--- config.mk ---
export PLATFORM = sky130hd
export DESIGN_NAME = router_window_addr_gen_flat
export DESIGN_NICKNAME = d
export VERILOG_FILES = /design/src/rtl/router_window_addr_gen_if.sv /design/src/rtl/router_window_addr_gen.sv /design/src/flat_wrapper.sv
export SDC_FILE = /design/constraint.sdc
export NUM_CORES = 1
export LEC_CHECK = 0
export CELL_PAD_IN_SITES_DETAIL_PLACEMENT = 1
export CELL_PAD_IN_SITES_GLOBAL_PLACEMENT = 2
export CORE_AREA = 2 2 105 209
export DETAILED_ROUTE_END_ITERATION = 8
export DIE_AREA = 0 0 107 211
export GPL_TIMING_DRIVEN = 0
export PLACE_DENSITY_LB_ADDON = 0.3
export SLEW_MARGIN = 30
export SYNTH_ARGS = -nofsm -noshare
export SYNTH_HDL_FRONTEND = slang
export SYNTH_SLANG_ARGS = --single-unit
--- constraint.sdc ---
create_clock -name i_clk -period 20.1 [get_ports i_clk]
set_clock_uncertainty 0.2 [all_clocks]
set_input_delay 4.02 -clock i_clk [delete_from_list [all_inputs] [get_ports i_clk]]
set_output_delay 4.02 -clock i_clk [all_outputs]
set_load 0.01 [all_outputs]
--- src/rtl/router_window_addr_gen_if.sv ---
// router_window_addr_gen_if: coordinate-push and window-address stream bundle
// Signals: ag_en/row_id/x/y strobe a coordinate; coord_full/overflow report FIFO status;
//          addr_valid/addr_ready handshake carries addr, addr_row_id, addr_last, addr_pad;
//          addr_empty tells the controller no work is pending.
// Modports: master = controller/consumer side, slave = address generator side.
interface router_window_addr_gen_if #(
    parameter int ROW_COUNT  = 4,
    parameter int ADDR_WIDTH = 8
);
    logic                  ag_en;
    logic [ROW_COUNT-1:0]  row_id;
    logic [ADDR_WIDTH-1:0] x;
    logic [ADDR_WIDTH-1:0] y;
    logic                  coord_full;
    logic                  overflow;
    logic                  addr_valid;
    logic                  addr_ready;
    logic [ADDR_WIDTH-1:0] addr;
    logic [ROW_COUNT-1:0]  addr_row_id;
    logic                  addr_last;
    logic                  addr_pad;
    logic                  addr_empty;
    modport master (
        output ag_en, row_id, x, y, addr_ready,
        input  coord_full, overflow, addr_valid, addr, addr_row_id, addr_last, addr_pad, addr_empty
    );
    modport slave (
        input  ag_en, row_id, x, y, addr_ready,
        output coord_full, overflow, addr_valid, addr, addr_row_id, addr_last, addr_pad, addr_empty
    );
endinterface

--- src/rtl/router_window_addr_gen.sv ---
// router_window_addr_gen: buffers output coordinates and expands each into its KxK input-window addresses
// Optional macro ROUTER_AG_BOUNDS_EN: flag beats outside the feature map (o_addr_pad) and force their address to 0.
// Ports: i_clk clock; i_rst sync active-high reset; i_reg_clear sync clear (same effect as reset);
//        i_start_addr tile base; i_i_size row pitch / map size; i_k_size kernel size (0 treated as 1);
//        if_bus (slave) coordinate strobe in, registered address stream out, FIFO and empty status out.
module router_window_addr_gen #(
    parameter int ROW_COUNT  = 4,
    parameter int ADDR_WIDTH = 8,
    parameter int FIFO_DEPTH = 4
) (
    input  logic                  i_clk,
    input  logic                  i_rst,
    input  logic                  i_reg_clear,
    input  logic [ADDR_WIDTH-1:0] i_start_addr,
    input  logic [ADDR_WIDTH-1:0] i_i_size,
    input  logic [ADDR_WIDTH-1:0] i_k_size,
    router_window_addr_gen_if.slave if_bus
);
    localparam int AW = ADDR_WIDTH;
    localparam int DW = 2 * ADDR_WIDTH;
    localparam int PW = $clog2(FIFO_DEPTH);
    localparam int CW = PW + 1;
    localparam int EW = ROW_COUNT + 2 * ADDR_WIDTH;
    typedef enum logic [1:0] {IDLE, LOAD, EXPAND} state_t;
    state_t               r_state;
    logic [EW-1:0]        r_mem [FIFO_DEPTH];
    logic [PW-1:0]        r_wr_ptr;
    logic [PW-1:0]        r_rd_ptr;
    logic [CW-1:0]        r_count;
    logic                 r_overflow;
    logic [AW-1:0]        r_x;
    logic [AW-1:0]        r_y;
    logic [AW-1:0]        r_k;
    logic [AW-1:0]        r_kx;
    logic [AW-1:0]        r_ky;
    logic [ROW_COUNT-1:0] r_row_id;
    logic                 r_valid;
    logic                 r_last;
    logic                 r_pad;
    logic [AW-1:0]        r_addr;
    logic                 w_clr;
    logic                 w_full;
    logic                 w_push;
    logic                 w_pop;
    logic                 w_fire;
    logic [EW-1:0]        w_head;
    logic [ROW_COUNT-1:0] w_head_row;
    logic [AW-1:0]        w_head_x;
    logic [AW-1:0]        w_head_y;
    logic [AW-1:0]        w_k_eff;
    logic                 w_row_end;
    logic [AW-1:0]        w_nkx;
    logic [AW-1:0]        w_nky;
    logic                 w_load;
    logic [AW-1:0]        w_cx;
    logic [AW-1:0]        w_cy;
    logic [AW-1:0]        w_ckx;
    logic [AW-1:0]        w_cky;
    logic [AW-1:0]        w_ck;
    logic [AW:0]          w_col;
    logic [AW:0]          w_row;
    logic [DW-1:0]        w_full_addr;
    logic                 w_last_n;
    logic                 w_pad_n;
    logic [AW-1:0]        w_addr_n;

    assign w_clr      = i_rst | i_reg_clear;
    assign w_full     = r_count == CW'(FIFO_DEPTH);
    // Fullness is judged on the registered count only, so a same-cycle pop never makes room.
    assign w_push     = if_bus.ag_en && !w_full;
    assign w_pop      = r_state == LOAD;
    assign w_fire     = r_valid && if_bus.addr_ready;
    assign w_head     = r_mem[r_rd_ptr];
    assign w_head_row = w_head[EW-1 -: ROW_COUNT];
    assign w_head_x   = w_head[2*AW-1 -: AW];
    assign w_head_y   = w_head[AW-1:0];
    assign w_k_eff    = (i_k_size == '0) ? AW'(1) : i_k_size;
    assign w_row_end  = r_kx == r_k - AW'(1);
    assign w_nkx      = w_row_end ? '0 : r_kx + AW'(1);
    assign w_nky      = w_row_end ? r_ky + AW'(1) : r_ky;

    // One address datapath serves both the first beat (from the FIFO head in LOAD)
    // and every following beat (from the latched coordinate and the next kx/ky).
    assign w_load      = r_state == LOAD;
    assign w_cx        = w_load ? w_head_x : r_x;
    assign w_cy        = w_load ? w_head_y : r_y;
    assign w_ckx       = w_load ? '0 : w_nkx;
    assign w_cky       = w_load ? '0 : w_nky;
    assign w_ck        = w_load ? w_k_eff : r_k;
    assign w_col       = {1'b0, w_cx} + {1'b0, w_ckx};
    assign w_row       = {1'b0, w_cy} + {1'b0, w_cky};
    assign w_full_addr = DW'(i_start_addr) + DW'(w_row) * DW'(i_i_size) + DW'(w_col);
    assign w_last_n    = (w_ckx == w_ck - AW'(1)) && (w_cky == w_ck - AW'(1));
`ifdef ROUTER_AG_BOUNDS_EN
    assign w_pad_n     = (w_col >= {1'b0, i_i_size}) || (w_row >= {1'b0, i_i_size});
`else
    assign w_pad_n     = 1'b0;
`endif
    assign w_addr_n    = w_pad_n ? '0 : w_full_addr[AW-1:0];

    always_ff @(posedge i_clk) begin
        if (w_push && !w_clr) r_mem[r_wr_ptr] <= {if_bus.row_id, if_bus.x, if_bus.y};
    end

    always_ff @(posedge i_clk) begin
        if (w_clr) begin
            r_state    <= IDLE;
            r_wr_ptr   <= '0;
            r_rd_ptr   <= '0;
            r_count    <= '0;
            r_overflow <= 1'b0;
            r_x        <= '0;
            r_y        <= '0;
            r_k        <= '0;
            r_kx       <= '0;
            r_ky       <= '0;
            r_row_id   <= '0;
            r_valid    <= 1'b0;
            r_last     <= 1'b0;
            r_pad      <= 1'b0;
            r_addr     <= '0;
        end else begin
            if (w_push) r_wr_ptr <= r_wr_ptr + PW'(1);
            if (w_pop) r_rd_ptr <= r_rd_ptr + PW'(1);
            r_count <= r_count + CW'(w_push) - CW'(w_pop);
            if (if_bus.ag_en && w_full) r_overflow <= 1'b1;
            case (r_state)
                IDLE: if (r_count != '0) r_state <= LOAD;
                LOAD: begin
                    r_x      <= w_head_x;
                    r_y      <= w_head_y;
                    r_row_id <= w_head_row;
                    r_k      <= w_k_eff;
                    r_kx     <= '0;
                    r_ky     <= '0;
                    r_valid  <= 1'b1;
                    r_addr   <= w_addr_n;
                    r_last   <= w_last_n;
                    r_pad    <= w_pad_n;
                    r_state  <= EXPAND;
                end
                EXPAND: if (w_fire) begin
                    if (r_last) begin
                        r_valid <= 1'b0;
                        r_last  <= 1'b0;
                        r_pad   <= 1'b0;
                        r_addr  <= '0;
                        r_state <= IDLE;
                    end else begin
                        r_kx   <= w_nkx;
                        r_ky   <= w_nky;
                        r_addr <= w_addr_n;
                        r_last <= w_last_n;
                        r_pad  <= w_pad_n;
                    end
                end
                default: r_state <= IDLE;
            endcase
        end
    end

    assign if_bus.coord_full  = w_full;
    assign if_bus.overflow    = r_overflow;
    assign if_bus.addr_valid  = r_valid;
    assign if_bus.addr        = r_addr;
    assign if_bus.addr_row_id = r_row_id;
    assign if_bus.addr_last   = r_last;
    assign if_bus.addr_pad    = r_pad;
    assign if_bus.addr_empty  = (r_count == '0) && (r_state == IDLE);
endmodule

--- src/flat_wrapper.sv ---
// flat-port wrapper written by rule: the top's interface ports become plain ports
module router_window_addr_gen_flat 
#(
    parameter int ROW_COUNT  = 4,
    parameter int ADDR_WIDTH = 8,
    parameter int FIFO_DEPTH = 4
)
  (i_clk, i_rst, i_reg_clear, i_start_addr, i_i_size, i_k_size, if_bus_ag_en, if_bus_row_id, if_bus_x, if_bus_y, if_bus_addr_ready, if_bus_coord_full, if_bus_overflow, if_bus_addr_valid, if_bus_addr, if_bus_addr_row_id, if_bus_addr_last, if_bus_addr_pad, if_bus_addr_empty);
  router_window_addr_gen_if #(.ROW_COUNT(ROW_COUNT), .ADDR_WIDTH(ADDR_WIDTH)) if_bus_i ();
  input  logic i_clk;
  input  logic i_rst;
  input  logic i_reg_clear;
  input  logic [ADDR_WIDTH-1:0] i_start_addr;
  input  logic [ADDR_WIDTH-1:0] i_i_size;
  input  logic [ADDR_WIDTH-1:0] i_k_size;
  input wire logic [$bits(if_bus_i.ag_en)-1:0] if_bus_ag_en;
  input wire logic [$bits(if_bus_i.row_id)-1:0] if_bus_row_id;
  input wire logic [$bits(if_bus_i.x)-1:0] if_bus_x;
  input wire logic [$bits(if_bus_i.y)-1:0] if_bus_y;
  input wire logic [$bits(if_bus_i.addr_ready)-1:0] if_bus_addr_ready;
  output wire logic [$bits(if_bus_i.coord_full)-1:0] if_bus_coord_full;
  output wire logic [$bits(if_bus_i.overflow)-1:0] if_bus_overflow;
  output wire logic [$bits(if_bus_i.addr_valid)-1:0] if_bus_addr_valid;
  output wire logic [$bits(if_bus_i.addr)-1:0] if_bus_addr;
  output wire logic [$bits(if_bus_i.addr_row_id)-1:0] if_bus_addr_row_id;
  output wire logic [$bits(if_bus_i.addr_last)-1:0] if_bus_addr_last;
  output wire logic [$bits(if_bus_i.addr_pad)-1:0] if_bus_addr_pad;
  output wire logic [$bits(if_bus_i.addr_empty)-1:0] if_bus_addr_empty;
  assign if_bus_i.ag_en = if_bus_ag_en;
  assign if_bus_i.row_id = if_bus_row_id;
  assign if_bus_i.x = if_bus_x;
  assign if_bus_i.y = if_bus_y;
  assign if_bus_i.addr_ready = if_bus_addr_ready;
  assign if_bus_coord_full = if_bus_i.coord_full;
  assign if_bus_overflow = if_bus_i.overflow;
  assign if_bus_addr_valid = if_bus_i.addr_valid;
  assign if_bus_addr = if_bus_i.addr;
  assign if_bus_addr_row_id = if_bus_i.addr_row_id;
  assign if_bus_addr_last = if_bus_i.addr_last;
  assign if_bus_addr_pad = if_bus_i.addr_pad;
  assign if_bus_addr_empty = if_bus_i.addr_empty;
  router_window_addr_gen #(.ROW_COUNT(ROW_COUNT), .ADDR_WIDTH(ADDR_WIDTH), .FIFO_DEPTH(FIFO_DEPTH)) u_core (.i_clk(i_clk), .i_rst(i_rst), .i_reg_clear(i_reg_clear), .i_start_addr(i_start_addr), .i_i_size(i_i_size), .i_k_size(i_k_size), .if_bus(if_bus_i));
endmodule
==> run metrics, run 1 <==
status=completed; setup_tns=0 ps; setup bufs post-CTS=0; CTS clk-pin slew, worst paths=~60 ps; Cell Area, Synth=between 8000 and 9000 um^2; initial DRC count=~140; EDFF count, synth=80; endpoints failing hold=0; top_reg_cell synth=edfxtp_1; chip height=211 um; Via density=around 5.3; clock sink total=roughly 150; DRT Wirelength=approximately 23 mm; Starting Density=between 30% and 40%; grt total ovfl=0; Synth top area share=approximately 29%; number of nets in the layout=approximately 960; ANT cells=0; Max Slew Vio Count=0; Detail Route Antenna Nets=0; HP Start=u_core.if_bus.overflow; min Tclk post-route=11270 ps; chip width=roughly 110 um; drt first pass iters=4; Max Cap Viol=0; routed vias=slightly below 6000; CTS tree=built; total clock buffers created by CTS=17; pwr dens=81.2 nW/um^2; Yosys warnings=0; R2R Setup Slk=between 8000 and 9000 ps; Leak=between 3 and 4 nW; CTS Root Buffer Type=clkbuf_16; fin util=between 40 and 50%; max-slew headroom at the worst pin=between 30% and 40%; Worst R2R Start=u_core.r_state[1]; Wirelength per Cell=just over 20 um; post-synth cell types=57; # resized after CTS=0; Worst Max-Slew Pin Slew=slightly above 900 ps; standard-cell row count=75; Tcrit/Tclk final=between 50% and 60%; DR DRC count=0; synth top area cells=edfxtp_1 (29%), dfxtp_1 (16%), fa_1 (7.5%); part of the Yosys area used for sequential elements=44.8%; syn_area_per_cell=around 11 um^2; clock insertion delay at the later pin of the skew report=between 400 and 500 ps; fmax=between 80 and 90 MHz; Layout Area Growth over Synthesis=18.9%; core area=between 20000 and 25000 um^2; CTS max path bufs=2; worst endpoint required time=a little over 20000 ps; initial antenna violation count=0; crit path DAT=11400 ps; Cells after Synth=about 750; Post-synth ARST share=0%; first-pass GRT wire length=~36 mm; Hold Path Class=reg2reg; Post-DP HPWL=between 15 and 20 mm; placer congestion estimate=around 0.95; kind of critical path=reg2reg; Syn Nets=between 800 and 900; vias in the first global route=6716; CTS H-Tree Depth=4; proportion of layout cells with a drive suffix above 1=between 9 and 10%; die footprint=about 23000 um^2; CP startpoint=u_core.r_state[1]; endpoints failing setup=0; count leader, synth=edfxtp_1; fill count=2275; Worst Hold Margin=280 ps; Peak VDD IR=roughly 80 uV; RSZ-0062 raised after global routing=no; most instantiated cells after synthesis=edfxtp_1 (80), nor2_1 (77), dfxtp_1 (66), inv_1 (64), nand2_1 (49); I/O pin cnt=67; total track usage=between 20% and 30%; CP dominant cell by count=xnor2_1; #FFs+latches synth=~150; largest stage delay on the critical path=750 ps; leading area contributor after synthesis=edfxtp_1; crit path launch type=flop; Worst Setup End Kind=flop; CP max-delay cell=clkbuf_1; # hold bufs at CTS=0; # port buffers=65; largest net degree at the start of global routing=21; CP max FO=10
-- worst max-delay path: cells and delay by family, from the launching register on --
family	cells	cell delay (ps)
buffers and inverters	9	3550
flip-flops	1	320
AND/OR/NAND/NOR	3	420
AO/OA/AOI/OAI	4	830
adder cells (fa/ha/maj)	8	3510
XOR/XNOR	11	2340
-- cells in the final DEF (no fill, tap or decap), drive strengths merged, types with 34 or more instances in the layout --
cell	synthesis	final
inv	64	75
a21oi	34	34
ha	41	41
xnor2	34	34
nor2	77	77
dfxtp	66	66
edfxtp	80	80
clkbuf	22	39
clkdlybuf4s50	0	65
nand2	49	49
-- cells by family (layout without fill, tap and decap cells) --
family | after synthesis | after routing | synth area share (%)
simple gates | 229 | 229 | 13.6
flops | 146 | 146 | 44.8
buf+inv | 93 | 191 | 4.29
compound gates | 88 | 88 | 6.54
fa+ha+maj | 72 | 72 | 13.6
xor+xnor | 63 | 63 | 6.98
mux | 57 | 57 | 10.1
other cells | 1 | 1 | 0.0452
-- stage by stage --
step | cells | area [um^2] | setup WS, ps | power, mW
2_1_floorplan | 749 | 8310 | 11100 | 0.442
3_3_place_gp | 1083 | 9290 | 9000 | 0.495
3_5_place_dp | 1083 | 9310 | 8840 | 0.502
4_1_cts | 1115 | 9870 | 8720 | 0.812
5_1_grt | 1116 | 9880 | 8200 | 0.836
6_report | 1116 | 9880 | 8830 | 0.802
-- layout make-up --
class | instances | area, um^2 | share of cell area (%)
plain buffers | 29 | 116 | 1.18
multi-input cells | 510 | 4240 | 42.9
clock buffers | 17 | 425 | 4.31
repair buffers | 66 | 658 | 6.66
well taps | 269 | 337 | 3.41
clock inverters | 15 | 138 | 1.39
flip-flops and latches | 146 | 3720 | 37.7
inverters | 64 | 240 | 2.43
-- flip-flops by register name, summed over array words and instances, names as in the netlist, 3 cells and up, named ones only --
name                       cells
u_core.r_kx                    8
u_core.if_bus.addr             8
u_core.r_k                     8
u_core.if_bus.addr_row_id      4
u_core.r_x                     8
u_core.r_count                 3
u_core.r_ky                    8
u_core.r_y                     8
u_core.r_mem                  80
-- final timing paths --
path / to / depth (start not counted)
min reg2reg: u_core.if_bus.overflow / 2
min: u_core.if_bus.overflow / 2
max reg2reg: u_core.if_bus.addr[7] / 35
max: u_core.if_bus.addr[7] / 35
-- metal layers --
metal / part of all wire (%) / vias up / track usage (%)
met5: 0 / - / 0
met4: 5.2 / 0 / 13.3
met3: 2.1 / 47 / 3.49
met2: 59 / 84 / 42.4
met1: 34 / 2980 / 19.8
li1: - / 2769 / -
-- power by group --
group / total (mW) / switching [mW] / internal, mW
Clock: 0.308 / 0.144 / 0.164
Combinational: 0.171 / 0.0972 / 0.0739
Sequential: 0.323 / 0.00288 / 0.320
Total: 0.802 / 0.244 / 0.558
No activity file was read; power rests on OpenSTA's default activity.
==> run 2: changes to the inputs <==
CORE_AREA = 2 2 107 212   (was 2 2 105 209)
DIE_AREA = 0 0 109 214   (was 0 0 107 211)
clock period = 11.4 ns   (was 20.1 ns; I/O delays follow)
==> run 2 against run 1 <==
Non-clock buffer count fell by 1. Power rose by 78%. Final cell count rose by 0.27%. Die area rose by 3.3%. Global-route usage fell by 0.39 points. Critical path depth did not move. Sequential cell count did not move. Worst hold slack got worse by 7.9 ps. Utilization fell by 1.3 points. Highest routed layer unchanged.
==> run metrics, run 2 (same netlist as run 1, synthesis figures left out) <==
status=completed; core area=21600 um^2 (+3.2%); Wirelength per Cell=20.5 um (+0.61%); post-place setup slack=170 ps (-8670 ps); Tcrit/Tclk final=94.8% (+39 points); drt first pass iters=6 (+2); endpoints failing setup=0 (unchanged); Max Slew Vio Count=0 (unchanged); PnR worst setup slack=594 ps (-8240 ps); DR DRC count=0 (unchanged); number of nets in the layout=954 (-0.10%); Post-DP HPWL=18.0 mm (+1.8%); Largest Register=u_core.r_mem; total track usage=21.1% (-0.39 points); vias in the first global route=6683 (-0.49%); clock insertion delay at the later pin of the skew report=430 ps (about the same); # hold bufs at CTS=0 (unchanged); Detail Route Antenna Nets=0 (unchanged); commonest cells after routing, fill and taps aside=edfxtp_1 (80), nor2_1 (77), dfxtp_1 (66); chip height=214 um (+1.4%); Starting Density=38.5% (-1.2 points); fmax=92.5 MHz (+4.3%); # port buffers=65 (unchanged); Via density=5.26 (-0.15%); Clk pwr share=39.1% (+0.7 points); routed vias=5887 (+0.12%); CP max FO=10 (unchanged); first-pass GRT wire length=36.5 mm (+1.8%); CTS Root Buffer Type=clkbuf_16; ANT cells=0 (unchanged); initial DRC count=146 (+8.1%); Worst Setup End Kind=flop; total clock buffers created by CTS=17 (unchanged); placed inst area=9310 um^2 (about the same); standard-cell row count=76 (+1.3%); Layout Area Growth over Synthesis=19.3%; CTS max path bufs=2 (unchanged); crit path DAT=10930 ps (-470 ps); proportion of layout cells with a drive suffix above 1=10.0% (+0.25 points); setup bufs post-CTS=0 (unchanged); Max Cap Viol=0 (unchanged); placer congestion estimate=0.920 (-3.4%); largest net degree at the start of global routing=21 (unchanged); CP max-delay cell=buf_1; pwr dens=144 nW/um^2 (+78%); worst endpoint required time=11520 ps (-8710 ps); commonest non-fill, non-tap cell in the layout=edfxtp_1; largest stage delay on the critical path=580 ps (-170 ps); I/O pin cnt=67 (unchanged); min Tclk post-route=10810 ps (-464 ps); Comb pwr share=21.1% (-0.2 points); CTS tree=built; initial antenna violation count=0 (unchanged); kind of critical path=reg2reg; setup_tns=0 ps (unchanged); endpoints failing hold=0 (unchanged); Hold Path Class=reg2reg; P_int=1.02 mW (+82%); die footprint=23300 um^2 (+3.3%); Worst Max-Slew Pin Slew=820 ps (-91.4 ps); chip width=109 um (+1.9%); RSZ-0062 raised after global routing=no; clock sink total=146 (unchanged); CP dominant cell by count=xnor2_1; DRT Wirelength=22.9 mm (+0.89%); crit path launch type=flop; Psw=0.412 mW (+69%); sequential power share=39.9% (-0.4 points); Peak VDD IR=122 uV (+55%); max reg flops=80 (unchanged); Leak=3.70 nW (+0.33%); post-route cell area=9910 um^2 (+0.30%); CTS H-Tree Depth=4 (unchanged); CTS clk-pin slew, worst paths=60 ps (about the same); grt total ovfl=0 (unchanged); max-slew headroom at the worst pin=45.2% (+5.9 points); sw frac=28.8% (-1.6 points)
-- run 2: through the flow --
| stage | hold slack (ps) | utilization (%) | cells | total power [mW] |
|---|---|---|---|---|
| finish | 272 | 45.9 | 1119 | 1.43 |
| floorplan | 271 | - | 749 | 0.779 |
| detailed placement | 260 | 43.1 | 1087 | 0.885 |
| global placement | 246 | 43.1 | 1087 | 0.874 |
| CTS | 275 | 45.9 | 1119 | 1.45 |
| global route | 298 | 45.9 | 1119 | 1.50 |
-- run 2: layer usage --
layer	GRT usage, %	routed length (um)	vias to the layer above
li1	-	-	2767
met1	20.1	7780	2982
met3	3.13	441	44
met5	0	0	-
met2	42.1	13800	94
met4	9.57	904	0
-- run 2: worst max-delay path: cells and delay by family, from the launching register on --
kind	cells	cell delay, ps
adder cells (fa/ha/maj)	8	3470
buffers and inverters	9	3200
XOR/XNOR	11	2250
AO/OA/AOI/OAI	4	840
AND/OR/NAND/NOR	3	410
flip-flops	1	320
-- run 2: final cells by class --
cell class                      instances  area (um^2)
Fill cell                            2316        11700
Multi-Input combinational cell        510         4240
Sequential cell                       146         3720
Timing Repair Buffer                   65          651
Clock buffer                           21          504
Tap cell                              273          342
Inverter                               64          240
Buffer                                 29          120
Clock inverter                         11         87.6
-- run 2: timing repair --
item / 4_1_cts / 5_1_grt
endpoints found under the hold margin: 0 / 0
gates resized for setup: 1 / 1
endpoints found under the setup margin: 1 / 1
-- run 2: final timing paths --
check / from / end / slack [ps] / cells past startpoint
setup reg to reg: u_core.r_state[1] / u_core.if_bus.addr[7] / 590 / 35
hold reg to reg: u_core.if_bus.overflow / u_core.if_bus.overflow / 270 / 2
setup / recovery: u_core.r_state[1] / u_core.if_bus.addr[7] / 590 / 35
hold / removal: u_core.if_bus.overflow / u_core.if_bus.overflow / 270 / 2
-- run 2: power groups by stage --
stage | sequential (mW) | combinational (mW) | clock, mW
after global routing | 0.570 | 0.334 | 0.593
final | 0.569 | 0.301 | 0.558
after detailed placement | 0.581 | 0.304 | 0
after global placement | 0.580 | 0.294 | 0
after CTS | 0.569 | 0.306 | 0.571
after floorplan | 0.580 | 0.199 | 0
